[config.mk]
export PLATFORM = sky130hd
export DESIGN_NAME = rr_encoder8
export DESIGN_NICKNAME = d
export VERILOG_FILES = /design/src/rtl/rr_encoder8.sv
export SDC_FILE = /design/constraint.sdc
export NUM_CORES = 1
export LEC_CHECK = 0
export ABC_AREA = 0
export CAP_MARGIN = 5
export CORE_ASPECT_RATIO = 1.4
export CORE_MARGIN = 5
export CORE_UTILIZATION = 33
export DETAILED_ROUTE_END_ITERATION = 12
export PLACE_DENSITY = 0.63
export RECOVER_POWER = 50
export SLEW_MARGIN = 20
export SYNTH_ARGS = -nofsm -noshare
export SYNTH_HDL_FRONTEND = slang
export SYNTH_SLANG_ARGS = --single-unit
[constraint.sdc]
create_clock -name clk -period 4.9 [get_ports clk]
set_input_delay 0.735 -clock clk [delete_from_list [all_inputs] [get_ports clk]]
set_output_delay 0.735 -clock clk [all_outputs]
set_load 0.01 [all_outputs]
[src/rtl/rr_encoder8.sv]
// rr_encoder8: eight request lines in, one registered 3-bit winner index out.
// A winner keeps the slot until it raises done. The next search then starts
// one position past that winner, so every requester gets a turn.
// With ROUND_ROBIN=0 the search always starts at bit 0 (fixed priority).
module rr_encoder8 #(
  parameter bit ROUND_ROBIN = 1'b1
) (
  input  logic       clk,
  input  logic       rst_n,
  input  logic [7:0] req,
  input  logic       done,
  output logic       grant_valid,
  output logic [2:0] grant_idx
);

  typedef enum logic {
    IDLE  = 1'b0,
    GRANT = 1'b1
  } state_t;

  state_t     state;
  state_t     state_nxt;
  logic [2:0] ptr;
  logic [2:0] ptr_nxt;
  logic [2:0] idx_nxt;
  logic       vld_nxt;
  logic [2:0] search_start;
  logic [2:0] winner;
  logic       any_req;

  // First set bit of r, scanning upward from start and wrapping 7 -> 0.
  // The result is only used when r is non-zero.
  function automatic logic [2:0] rr_pick(input logic [7:0] r, input logic [2:0] start);
    logic [2:0] pick;
    logic [2:0] pos;
    logic       found;
    pick  = start;
    found = 1'b0;
    for (int i = 0; i < 8; i++) begin
      pos = start + 3'(i);
      if (!found && r[pos]) begin
        pick  = pos;
        found = 1'b1;
      end
    end
    return pick;
  endfunction

  // Pointer after a release: one past the owner, modulo 8. Fixed priority pins it to 0.
  function automatic logic [2:0] ptr_after(input logic [2:0] owner);
    if (ROUND_ROBIN) begin
      return owner + 3'd1;
    end
    return 3'd0;
  endfunction

  assign any_req      = |req;
  assign search_start = ROUND_ROBIN ? ptr : 3'd0;
  assign winner       = rr_pick(req, search_start);

  // Next-state logic: arbitrate in IDLE, hold the owner in GRANT until done
  always_comb begin
    state_nxt = state;
    vld_nxt   = grant_valid;
    idx_nxt   = grant_idx;
    ptr_nxt   = ptr;
    case (state)
      IDLE: begin
        if (any_req) begin
          state_nxt = GRANT;
          vld_nxt   = 1'b1;
          idx_nxt   = winner;
        end
      end
      GRANT: begin
        if (done) begin
          state_nxt = IDLE;
          vld_nxt   = 1'b0;
          ptr_nxt   = ptr_after(grant_idx);
        end
      end
      default: begin
        state_nxt = IDLE;
        vld_nxt   = 1'b0;
      end
    endcase
  end

  // State and output registers; the outputs come only from these flops
  always_ff @(posedge clk) begin
    if (!rst_n) begin
      state       <= IDLE;
      grant_valid <= 1'b0;
      grant_idx   <= 3'd0;
      ptr         <= 3'd0;
    end else begin
      state       <= state_nxt;
      grant_valid <= vld_nxt;
      grant_idx   <= idx_nxt;
      ptr         <= ROUND_ROBIN ? ptr_nxt : 3'd0;
    end
  end

endmodule

Yosys cells after proc, flatten, opt, wreduce, memory -nomap -nowiden. Index checks and enable logic that the tools add are counted.

Add/subtract/negate cells: 8. $lt $le $gt $ge: 8. Eq/ne operators: 2. Mux-type cells: 39. Bitwise gates (word level): 1. Reductions and logical operators: 18.

Operators with widths (number): $lt 3x4->1 const B (8); $bmux 1 s3 (8); $mux 3 (8); $mux 1 (21); $add 3x3->3 const B (4); $reduce_or 8->1 (1); $logic_and 1x1->1 (7); $logic_not 1->1 (7); $add 3x1->3 const B (2); $add 3x2->3 const B (2); $reduce_and 2->1 (3); $ne 2x2->1 const B (2); $pmux 1 s2 (2); $not 1->1 (1).

Bits in registers: 8. Bits of input ports: 11. Output and inout bits: 4. Logic and storage cells: 80.

Longest topological paths before layout.
Depth in word-level cells: 24. Mapped depth: 12.

Worst setup path before layout. No wires, ideal clock.

Path kind: reg2reg. From: register ptr[0]. To: register grant_idx[2]. Setup time: 0.074 ns. Arrival: 2.784 ns. Data required time: 4.826 ns. Slack: 2.042 ns. Stages on the path, launching flop included: 13. Clock period less this slack: 2.858 ns. Cells stage by stage: dfxtp_1 -> buf_6 -> buf_2 -> inv_1 -> ha_1 -> buf_4 -> mux2i_1 -> mux4_2 -> a22oi_2 -> nor4_1 -> a32oi_1 -> o21ai_1 -> a31oi_1.

Longest elaborated chain between the ends: 24. Elaborated cells on any way between the ends: 51.

Ends and longest elaborated chain: start: declaration (RTL line 23) `logic [2:0] ptr;`; start signal: assignment (RTL line 100) `ptr <= ROUND_ROBIN ? ptr_nxt : 3'd0;`; parallel branches: the longest is 23 deep, another holds $add 3x1->3; $mux 3 (*) (RTL line 41) `if (!found && r[pos]) begin`; end signal: assignment (RTL line 99) `grant_idx <= idx_nxt;`; end: declaration (RTL line 13) `output logic [2:0] grant_idx`.

Mark *: on every way between the ends. The select of a mux whose other input is x is not followed. A chain may end at the register's enable or synchronous reset.

Worst setup path after layout.
From: register ptr[1]. To: register grant_idx[2].

Same word-level chain as after synthesis.

==> impl_metrics.yaml <==
drt:
  detail_route.wl_per_cell_um: 16.9
  drc: 0
  drt_iter0_drc: 33
  vias: 1203
  drtAntennaViolNets: 0
  routed_wl_um: 3250
  via_per_inst: 6.27
  firstDrtPassIters: 4
status:
  status: "finished, final reports clean"
timing:
  fin_crit_ns: 3.58
  drv_slew: 0
  grt_setup_unrepaired: "no"
  fin_skew_ns: 0.00581
  slew_headroom_pct: 52.9
  final.setup.tns_ns: 0
  fin_crit_sh_pct: 73.1
  setup_slack_ns: 1.32
  max_freq_mhz: 279
  worstMarginPinSlew_ns: 0.705
  setup_viol: 0
  hold_viol: 0
global_routing:
  grt_use_met2_pct: 24.9
  met3_usage_pct: 1.43
  grt_pass1_wl_um: 5350
  overflow: 0
  gr-usage-all-layers_pct: 14.1
  grt_max_degree: 21
  antenna_found_initial: 0
  grt_pass1_vias: 1197
  gr-max-usage-layer: "met2"
  grt_util_met1_pct: 15.6
logic_synthesis:
  synth_commonest_cells: "mux2i_1, a21oi_1, nand2_1"
  ys_ff_latch: 8
  synth_area_leader_cell: "mux4_2"
  syn_inst: 141
  async_flop_share_pct: 0
  ys_types: 44
  yosysWarningCount: 0
  synth_edf_count: 0
  syn-num-nets: 155
  synth_ff_type: "dfxtp_1"
  synth_area_per_cell_um2: 8.39
  synth_area_leaders: "mux4_2, dfxtp_1, mux2i_1"
  synth_area_um2: 1180
  yosysMostFrequentCell: "mux2i_1"
  ys_seq_area_share_pct: 13.5
  yosysTopAreaCellShare_pct: 17.1
power_and_ir_drop:
  pwr_density_cell_nw_per_um2: 248
  leakagePower_nw: 0.460
  peakVddDrop_v: 0.000188
clocking:
  cts_tree: "done"
  post_cts_buffers: 0
  cts-htree-levels: 1
  postCtsResizedCells: 0
  cts_buffers: 3
  cts_buffer_depth: 2
  cts_root_buf: "clkbuf_8"
  clk_latency_ns: 0.23
  clk_pin_slew_ns: 0.04
  clock-sinks: 8
  cts_hold_buf: 0
final_layout:
  regArea_um2: 160
  n_antenna_cell: 0
  drive_gt1_share_pct: 14.5
  syn_to_final_growth_pct: 16.9
  nNetsFinal: 168
  multi_input_area_um2: 958
  fillers: 341
hold_path:
  hold_class: "register to register"
critical_path:
  reg2reg_to: "grant_idx[2]$_SDFFE_PN0P_"
  startpoint_type: "register"
  critPathRequiredTime_ns: 4.98
  crit_path_end_kind: "register"
  reg2reg_slack_ns: 1.32
  crit_arrival_ns: 3.66
  r2r-start: "ptr[1]$_SDFFE_PN0P_"
  cp_max_fo: 20
  reg2reg_depth: 9
  cp-startpoint: "ptr[1]$_SDFFE_PN0P_"
  cp-endpoint: "grant_idx[2]$_SDFFE_PN0P_"
  criticalPathCategory: "register to register"
run:
  maxCapViolCount: 0
placed_design:
  preCtsSetupSlack_ns: 1.42
  place_hpwl_um: 2610
  gp_congestion: 0.958
  port_buffers: 14
floorplanning:
  ios: 15
  core_um2: 3410
  die_area_um2: 4900
  die_h_um: 80.9
  die_w_um: 60.6
  placementRows: 25
  initial_utilization_pct: 34.7
==> sequential cells by signal, summed over array words and instances, names as in the netlist <==
signal and count:
ptr 3, state 1, grant_valid 1, grant_idx 3
==> stage by stage <==
step	utilization, %	power [mW]	instance area [µm²]	hold WS (ns)	std cells
after floorplan	-	0.215	1180	0.483	141
after global placement	39.4	0.261	1340	0.474	189
after detailed placement	39.4	0.264	1340	0.485	189
after CTS	40.6	0.347	1380	0.498	192
after global routing	40.6	0.367	1380	0.530	192
final	40.6	0.343	1380	0.494	192
==> layout make-up <==
class                           instances  share of cell area [%]
Clock buffer                            3                    2.98
Timing Repair Buffer                   15                    10.7
Tap cell                               40                    3.62
Inverter                                7                    1.90
Multi-Input combinational cell        119                    69.3
Sequential cell                         8                    11.6
==> worst min-delay path by stage <==
stage                             start                       end  slack, ns  cells after the start
3_3_place_gp   grant_valid$_SDFFE_PN0P_  grant_valid$_SDFFE_PN0P_       0.47                      2
5_1_grt        grant_valid$_SDFFE_PN0P_  grant_valid$_SDFFE_PN0P_       0.53                      2
3_5_place_dp   grant_valid$_SDFFE_PN0P_  grant_valid$_SDFFE_PN0P_       0.49                      2
2_1_floorplan          state$_SDFF_PN0_       ptr[1]$_SDFFE_PN0P_       0.48                      2
6_report       grant_valid$_SDFFE_PN0P_  grant_valid$_SDFFE_PN0P_       0.49                      2
4_1_cts        grant_valid$_SDFFE_PN0P_  grant_valid$_SDFFE_PN0P_       0.50                      2
==> worst max-delay path: stages, from the launching register on <==
cell,delay [ns]
dfxtp_1,0.77
inv_1,0.22
ha_1,0.62
mux2i_1,0.34
mux4_2,0.36
a22oi_2,0.15
nor4_1,0.55
a32oi_1,0.17
o21ai_1,0.15
a31oi_1,0.11
==> logic make-up (layout without fill, tap and decap cells) <==
family | after synthesis | in the layout | share of synthesized area [%]
flip-flops | 8 | 8 | 13.5
AO/OA/AOI/OAI | 45 | 45 | 25.2
buffers and inverters | 14 | 25 | 5.50
XOR/XNOR | 4 | 4 | 2.96
adder cells (fa/ha/maj) | 3 | 3 | 3.17
multiplexers | 26 | 26 | 33.0
AND/OR/NAND/NOR | 41 | 41 | 16.7
==> metal layers <==
metal / vias to the layer above / share of wire (%)
met1: 579 / 40
met5: - / 0
met2: 36 / 53
li1: 578 / -
met3: 10 / 3.4
met4: 0 / 3.6
==> placed cells by master (no fill, tap or decap), types with 2 or more instances in the layout <==
cell	synthesis	routed
a21boi_0	2	2
a21oi_1	11	11
a22oi_1	2	2
a31oi_1	3	3
a32oi_1	2	2
clkbuf_8	0	3
clkdlybuf4s50_1	0	10
dfxtp_1	8	8
dlygate4sd3_1	0	4
ha_1	3	3
inv_1	6	6
mux2_2	4	4
mux2i_1	12	12
mux4_2	9	9
nand2_1	11	11
nand2b_1	2	2
nand3_1	8	8
nor2_1	9	9
nor4_1	3	3
o21ai_0	9	9
o221ai_1	2	2
o22ai_1	3	3
or3_1	3	3
xnor2_1	2	2
xor2_1	2	2
==> power breakdown <==
group          internal, mW  switching [mW]  total, mW
logic                0.0819          0.0992      0.181
registers            0.0722          0.0110     0.0833
clock network        0.0532          0.0258     0.0790
total                 0.207           0.136      0.343
Note: power is estimated with default switching activity, not from simulation.
